### config.mk
export PLATFORM = sky130hd
export DESIGN_NAME = mem_port_arbiter_flat
export DESIGN_NICKNAME = d
export VERILOG_FILES = /design/src/rtl/mem_port_arbiter_pkg.sv /design/src/rtl/mem_port_arbiter_if.sv /design/src/rtl/mem_port_arbiter_timeout_ctr.sv /design/src/rtl/mem_port_arbiter.sv /design/src/flat_wrapper.sv
export SDC_FILE = /design/constraint.sdc
export NUM_CORES = 1
export LEC_CHECK = 0
export ABC_AREA = 1
export BUFFER_PORTS_ARGS = -buffer_cell sky130_fd_sc_hd__clkbuf_2
export CAP_MARGIN = 25
export CORE_MARGIN = 5
export CORE_UTILIZATION = 32
export DETAILED_ROUTE_END_ITERATION = 16
export SLEW_MARGIN = 0
export SYNTH_ARGS = -nofsm -noshare
export SYNTH_HDL_FRONTEND = slang
export SYNTH_SLANG_ARGS = --single-unit
### constraint.sdc
create_clock -name clk -period 1.8 [get_ports clk]
set_input_delay 0.09 -clock clk [delete_from_list [all_inputs] [get_ports clk]]
set_output_delay 0.09 -clock clk [all_outputs]
set_load 0.01 [all_outputs]
### src/rtl/mem_port_arbiter_pkg.sv
// Shared types and defaults for the unified-memory port arbiter.
// Covers FSM states, grant encoding and counter sizing.
package mips_mem_pkg;

  localparam int DEF_ADDR_W     = 32;
  localparam int DEF_DATA_W     = 32;
  localparam int DEF_STARVE_LIM = 4;
  localparam int DEF_TIMEOUT    = 64;

  typedef enum logic [1:0] {
    IDLE    = 2'd0,
    BUSY_IF = 2'd1,
    BUSY_DM = 2'd2,
    DONE    = 2'd3
  } state_t;

  typedef enum logic {
    GRANT_IF = 1'b0,
    GRANT_DM = 1'b1
  } grant_t;

  // Bits needed to hold values 0..max_val, never less than one.
  function automatic int cnt_width(input int max_val);
    return (max_val < 2) ? 1 : $clog2(max_val + 1);
  endfunction

endpackage

### src/rtl/mem_port_arbiter_if.sv
// Single-port memory req/ack bus; the arbiter is master, the memory is slave.
interface mem_port_arbiter_if #(
  parameter int ADDR_W = 32,
  parameter int DATA_W = 32
);

  logic              mem_req;
  logic              mem_we;
  logic [ADDR_W-1:0] mem_addr;
  logic [DATA_W-1:0] mem_wdata;
  logic [DATA_W-1:0] mem_rdata;
  logic              mem_ack;

  modport master (
    output mem_req, mem_we, mem_addr, mem_wdata,
    input  mem_rdata, mem_ack
  );

  modport slave (
    input  mem_req, mem_we, mem_addr, mem_wdata,
    output mem_rdata, mem_ack
  );

endinterface

### src/rtl/mem_port_arbiter_timeout_ctr.sv
// Busy-cycle timer: cleared at grant, counts while enabled, flags the last allowed cycle.
module mem_timeout_ctr
  import mips_mem_pkg::*;
#(
  parameter int TIMEOUT = DEF_TIMEOUT
) (
  input  logic clk,
  input  logic rst,
  input  logic clear,
  input  logic enable,
  output logic hit
);

  localparam int              CNT_W   = cnt_width(TIMEOUT - 1);
  localparam logic [CNT_W-1:0] HIT_VAL = CNT_W'(TIMEOUT - 1);

  logic [CNT_W-1:0] count_reg;

  always_ff @(posedge clk or negedge rst) begin
    if (!rst) begin
      count_reg <= '0;
    end else if (clear) begin
      count_reg <= '0;
    end else if (enable && !hit) begin
      count_reg <= count_reg + CNT_W'(1);
    end
  end

  assign hit = (count_reg == HIT_VAL);

endmodule

### src/rtl/mem_port_arbiter.sv
// Arbitrates one single-port memory between instruction fetch and data access,
// with DM priority, an IF starvation guard and a busy timeout.
module mem_port_arbiter
  import mips_mem_pkg::*;
#(
  parameter int ADDR_W     = DEF_ADDR_W,
  parameter int DATA_W     = DEF_DATA_W,
  parameter int STARVE_LIM = DEF_STARVE_LIM,
  parameter int TIMEOUT    = DEF_TIMEOUT
) (
  input  logic              clk,
  input  logic              rst,
  input  logic              if_req,
  input  logic [ADDR_W-1:0] if_addr,
  input  logic              if_flush,
  output logic [DATA_W-1:0] if_rdata,
  output logic              if_valid,
  output logic              if_stall,
  input  logic              dm_req,
  input  logic              dm_we,
  input  logic [ADDR_W-1:0] dm_addr,
  input  logic [DATA_W-1:0] dm_wdata,
  output logic [DATA_W-1:0] dm_rdata,
  output logic              dm_valid,
  output logic              dm_stall,
  mem_port_arbiter_if.master bus,
  output logic              err
);

  localparam int              ST_W   = cnt_width(STARVE_LIM);
  localparam logic [ST_W-1:0] ST_LIM = ST_W'(STARVE_LIM);

  state_t            state_reg, state_next;
  grant_t            owner_reg, grant_sel;
  logic              grant_valid;
  logic [ST_W-1:0]   starve_reg;
  logic              mem_req_reg, mem_we_reg;
  logic [ADDR_W-1:0] mem_addr_reg;
  logic [DATA_W-1:0] mem_wdata_reg;
  logic [DATA_W-1:0] if_rdata_reg, dm_rdata_reg, capture_data;
  logic              drop_reg, err_reg;
  logic              busy, finish;
  logic              timer_clear, timer_enable, timer_hit;

  mem_timeout_ctr #(.TIMEOUT(TIMEOUT)) u_timeout (
    .clk    (clk),
    .rst    (rst),
    .clear  (timer_clear),
    .enable (timer_enable),
    .hit    (timer_hit)
  );

  // IF wins only once it has lost STARVE_LIM arbitrations in a row.
  always_comb begin
    grant_valid = if_req | dm_req;
    grant_sel   = (dm_req && !(if_req && starve_reg == ST_LIM)) ? GRANT_DM : GRANT_IF;
  end

  always_ff @(posedge clk or negedge rst) begin
    if (!rst) begin
      state_reg <= IDLE;
    end else begin
      state_reg <= state_next;
    end
  end

  always_comb begin
    state_next = state_reg;
    case (state_reg)
      IDLE: begin
        if (grant_valid) begin
          state_next = (grant_sel == GRANT_DM) ? BUSY_DM : BUSY_IF;
        end
      end
      BUSY_IF, BUSY_DM: begin
        if (finish) begin
          state_next = DONE;
        end
      end
      DONE:    state_next = IDLE;
      default: state_next = IDLE;
    endcase
  end

  always_comb begin
    busy         = (state_reg == BUSY_IF) || (state_reg == BUSY_DM);
    finish       = busy && (bus.mem_ack || timer_hit);
    timer_clear  = (state_reg == IDLE) && grant_valid;
    timer_enable = busy;
    // A flush arriving in the DONE cycle itself still hides the fetch result.
    if_valid     = (state_reg == DONE) && (owner_reg == GRANT_IF) && !drop_reg && !if_flush;
    dm_valid     = (state_reg == DONE) && (owner_reg == GRANT_DM);
    if_stall     = if_req && !if_valid;
    dm_stall     = dm_req && !dm_valid;
    // Stores and aborted accesses return zero.
    capture_data = (bus.mem_ack && !mem_we_reg) ? bus.mem_rdata : '0;
  end

  always_ff @(posedge clk or negedge rst) begin
    if (!rst) begin
      owner_reg     <= GRANT_IF;
      starve_reg    <= '0;
      mem_req_reg   <= 1'b0;
      mem_we_reg    <= 1'b0;
      mem_addr_reg  <= '0;
      mem_wdata_reg <= '0;
      if_rdata_reg  <= '0;
      dm_rdata_reg  <= '0;
      drop_reg      <= 1'b0;
      err_reg       <= 1'b0;
    end else begin
      case (state_reg)
        IDLE: begin
          if (grant_valid) begin
            mem_req_reg <= 1'b1;
            owner_reg   <= grant_sel;
            if (grant_sel == GRANT_DM) begin
              mem_we_reg    <= dm_we;
              mem_addr_reg  <= dm_addr;
              mem_wdata_reg <= dm_wdata;
              if (if_req && starve_reg != ST_LIM) begin
                starve_reg <= starve_reg + ST_W'(1);
              end
            end else begin
              mem_we_reg    <= 1'b0;
              mem_addr_reg  <= if_addr;
              mem_wdata_reg <= '0;
              starve_reg    <= '0;
            end
          end
        end
        BUSY_IF, BUSY_DM: begin
          if (state_reg == BUSY_IF && if_flush) begin
            drop_reg <= 1'b1;
          end
          if (finish) begin
            mem_req_reg <= 1'b0;
            if (!bus.mem_ack) begin
              err_reg <= 1'b1;
            end
            if (owner_reg == GRANT_DM) begin
              dm_rdata_reg <= capture_data;
            end else begin
              if_rdata_reg <= capture_data;
            end
          end
        end
        DONE:    drop_reg <= 1'b0;
        default: drop_reg <= 1'b0;
      endcase
    end
  end

  assign bus.mem_req   = mem_req_reg;
  assign bus.mem_we    = mem_we_reg;
  assign bus.mem_addr  = mem_addr_reg;
  assign bus.mem_wdata = mem_wdata_reg;
  assign if_rdata      = if_rdata_reg;
  assign dm_rdata      = dm_rdata_reg;
  assign err           = err_reg;

endmodule

### src/flat_wrapper.sv
// flat-port wrapper written by rule: the top's interface ports become plain ports
module mem_port_arbiter_flat import mips_mem_pkg::*;
#(
  parameter int ADDR_W     = DEF_ADDR_W,
  parameter int DATA_W     = DEF_DATA_W,
  parameter int STARVE_LIM = DEF_STARVE_LIM,
  parameter int TIMEOUT    = DEF_TIMEOUT
)
  (clk, rst, if_req, if_addr, if_flush, if_rdata, if_valid, if_stall, dm_req, dm_we, dm_addr, dm_wdata, dm_rdata, dm_valid, dm_stall, err, bus_mem_req, bus_mem_we, bus_mem_addr, bus_mem_wdata, bus_mem_rdata, bus_mem_ack);
  mem_port_arbiter_if #(.ADDR_W(ADDR_W), .DATA_W(DATA_W)) bus_i ();
  input  logic clk;
  input  logic rst;
  input  logic if_req;
  input  logic [ADDR_W-1:0] if_addr;
  input  logic if_flush;
  output logic [DATA_W-1:0] if_rdata;
  output logic if_valid;
  output logic if_stall;
  input  logic dm_req;
  input  logic dm_we;
  input  logic [ADDR_W-1:0] dm_addr;
  input  logic [DATA_W-1:0] dm_wdata;
  output logic [DATA_W-1:0] dm_rdata;
  output logic dm_valid;
  output logic dm_stall;
  output logic err;
  output wire logic [$bits(bus_i.mem_req)-1:0] bus_mem_req;
  output wire logic [$bits(bus_i.mem_we)-1:0] bus_mem_we;
  output wire logic [$bits(bus_i.mem_addr)-1:0] bus_mem_addr;
  output wire logic [$bits(bus_i.mem_wdata)-1:0] bus_mem_wdata;
  input wire logic [$bits(bus_i.mem_rdata)-1:0] bus_mem_rdata;
  input wire logic [$bits(bus_i.mem_ack)-1:0] bus_mem_ack;
  assign bus_mem_req = bus_i.mem_req;
  assign bus_mem_we = bus_i.mem_we;
  assign bus_mem_addr = bus_i.mem_addr;
  assign bus_mem_wdata = bus_i.mem_wdata;
  assign bus_i.mem_rdata = bus_mem_rdata;
  assign bus_i.mem_ack = bus_mem_ack;
  mem_port_arbiter #(.ADDR_W(ADDR_W), .DATA_W(DATA_W), .STARVE_LIM(STARVE_LIM), .TIMEOUT(TIMEOUT)) u_core (.clk(clk), .rst(rst), .if_req(if_req), .if_addr(if_addr), .if_flush(if_flush), .if_rdata(if_rdata), .if_valid(if_valid), .if_stall(if_stall), .dm_req(dm_req), .dm_we(dm_we), .dm_addr(dm_addr), .dm_wdata(dm_wdata), .dm_rdata(dm_rdata), .dm_valid(dm_valid), .dm_stall(dm_stall), .bus(bus_i), .err(err));
endmodule
==> results.md <==
- Result of the run: completed
- Row count: 50
- Full die area: 21800 sq um
- Post-synth top area cell: dfrtp_1
- DR WL/cell: between 15 and 20 um
- Final Cycle Share: 0.930
- I/O pins: 270
- Synth Area in Simple Gates: 0.151
- Post-Syn Nets: 753
- Hold depth: 4
- Post-DP HPWL: 12.9 mm
- R2r setup slk: about 0.13 ns
- TritonRoute pass-1 iters: 4
- Syn avg cell area: 9.95 sq um
- Global-route wire length before repair: 32.3 mm
- Core Util, Final: 0.522
- Reg-to-Reg Start: u_core.state_reg[1]
- Endpoints failing hold: 0
- Largest net degree at the start of global routing: 53
- Clk buf depth: 2
- Clk_lat worst skew: 0.42 ns
- Peak VDD IR: 0.678 mV
- Hold/Removal Path Class: input pin to flop
- Ys Warns: 0
- Die Height: 148 um
- Crit Path Category: flop to flop
- #FFs+latches synth: 144
- Yosys top cell area share: 0.594
- Initial antenna violation count: 0
- Iter 0 DRT Violations: between 150 and 200
- Clk root buf: clkbuf_16
- Critical Path RT: 2.09 ns
- Crit. End Element: flop
- CP max FO: 11
- Count of cell types in the netlist: 31
- Pwr dens: 1560 nW/um^2
- H-tree depth: 4
- Port Buf Inserts: 269
- Crit path DAT: 1.97 ns
- Worst Reg-to-Reg Cells: 8
- Hold_ws: 0.0483 ns
- Total GRT Usage: 0.183
- Area grow syn2layout: 60.8%
- Setup TNS: 0 ns
- Final Setup Violations: 0
- Ys async rst share: 1.00
- Max cap viols: 0
- Mux cell area share after synthesis: 0
- Via Count: 5994
- Initial Util: 0.324
- Vias in the first global route: 6334
- Largest cells by area after synthesis: dfrtp_1 (59%), nand2_1 (9.8%), a21oi_1 (5.4%)
- Startpoint of the worst hold path: if_flush
- Congestion Overflow GR: 0
- Synth Area in Adders: 0.0165
- Clock Sinks: 144
- Post-Syn Area: 6070 sq um
- Final WL: 20.1 mm
- Max-slew headroom: 0.641
- Share of the yosys chip area belonging to registers: 0.594
- Residual DRC: 0
- Clock Skew: around 0.011 ns
- Die Wd: 148 um
- Routability cong.: slightly above 0.8
- Remaining antenna violation count: 0
- Max Slew Vio Count: 0
- Final min period: approximately 1.7 ns
- CTS Buf Count: 17
- Startpoint Class: flop
- Share of cells above drive strength 1: 0.361
- Post-Synth XOR/XNOR Area: 0.00289
- Vias per cell: 4.72
- Syn Inst Count: 610
- Leakage: 4.91 nW
- Core area: 18700 sq um
- Reg-to-reg endpoint: u_core.bus.mem_addr[17]
- Worst-path clk slew: roughly 0.070 ns
- RSZ-0062 raised after global routing: false
- Worst-Margin Slew: 0.539 ns
- Synth Area in Compound Gates: 0.184
- Post-synth EDFFs: 0
- Nets@finish: 1167
- Post-synth top flop: dfrtp_1
- CTS tree: built
- Hold path endpoint: u_core.drop_reg
- Antenna cells: 0
- Largest family of logic cells by synthesized area: compound AO/OA/AOI/OAI gates
- F_max: between 500 and 600 MHz
## worst max-delay path, stage by stage, from the launching register on
cell	delay [ns]
dfrtp_1	0.37
inv_1	0.10
ha_2	0.21
inv_1	0.08
nor2_4	0.15
inv_2	0.15
buf_4	0.21
a21oi_1	0.17
a21oi_1	0.11
## metal layers
layer | wire length, um | vias up | GRT usage
li1 | - | 2880 | -
met1 | 8360 | 2792 | 0.230
met2 | 9610 | 291 | 0.301
met3 | 1660 | 31 | 0.0524
met4 | 422 | 0 | 0.0685
met5 | 0 | - | 0
## per-stage QoR
stage          area, sq um  power, mW  setup WS [ns]  std cells
3_3_place_gp          7820       11.4          0.104       1103
6_report              9760       15.2          0.126       1271
3_5_place_dp          7820       11.5         0.0724       1103
5_1_grt               9760       16.3         0.0234       1271
2_1_floorplan         6070       8.89          0.259        610
4_1_cts               9700       15.2         0.0130       1265
## worst max path at each step
stage	from	end	slack, ns
floorplan	u_core.state_reg[0]	u_core.u_timeout.count_reg[5]	0.26
global placement	u_core.state_reg[1]	u_core.u_timeout.count_reg[5]	0.10
detailed placement	u_core.state_reg[1]	u_core.u_timeout.count_reg[5]	0.07
CTS	u_core.state_reg[0]	if_stall	0.01
global route	u_core.u_timeout.count_reg[0]	u_core.if_rdata[10]	0.02
finish	u_core.state_reg[1]	u_core.bus.mem_addr[17]	0.13
## cell usage after synthesis (3+ instances only)
cell type	n
ha_1	8
inv_1	19
o21ai_1	36
o21ai_0	9
dfrtp_1	144
nor2_1	43
buf_4	3
clkbuf_1	9
buf_2	11
a21oi_1	65
nand2_1	158
buf_6	10
a22o_1	33
nand3_1	12
o21ai_2	28
## cell families after synthesis
group / Yosys count
AO/OA/AOI/OAI: 175
XOR/XNOR: 2
adder cells (fa/ha/maj): 8
buffers and inverters: 57
flip-flops: 144
AND/OR/NAND/NOR: 224
## final cells by class
type	count	area, sq um
flip-flops and latches	144	3600
repair buffers	430	3040
clock buffers	21	460
multi-input cells	409	2180
clock inverters	11	106
fillers	1625	8950
inverters	22	82.6
well taps	234	293
## cell usage in the layout, fill, tap and decap left out, types with 2 or more instances in the layout
cell	Yosys	final
buf_4	3	19
o21ai_0	9	9
nor2_2	2	4
dfrtp_1	144	144
clkbuf_1	9	2
inv_6	0	3
dlygate4sd3_1	0	130
buf_12	0	12
nand3_1	12	12
clkbuf_16	0	17
nor2_1	43	41
a21oi_1	65	65
o21ai_2	28	28
nand2_2	2	2
nand2_1	158	158
nand4_1	2	2
clkbuf_8	0	2
nand3_4	2	2
a22o_1	33	33
clkbuf_2	0	268
ha_2	0	2
clkinvlp_4	0	6
inv_1	19	19
inv_2	2	2
o21ai_1	36	36
ha_1	8	6
## repair_timing
action                                  4_1_cts  5_1_grt
hold buffers                                130        0
endpoints found under the setup margin        2       38
gates cloned                                  0        0
pin swaps                                     0        1
endpoints found under the hold margin       176        0
buffers inserted                              0        6
resized for setup                             1        4
## power breakdown
group | switching [mW] | internal (mW) | leakage, nW | total, mW
logic | 3.64 | 2.74 | 2.82 | 6.38
registers | 0.849 | 4.57 | 1.83 | 5.42
clock network | 1.40 | 1.99 | 0.259 | 3.39
total | 5.89 | 9.30 | 4.91 | 15.2
(Power assumes the default switching activity.)
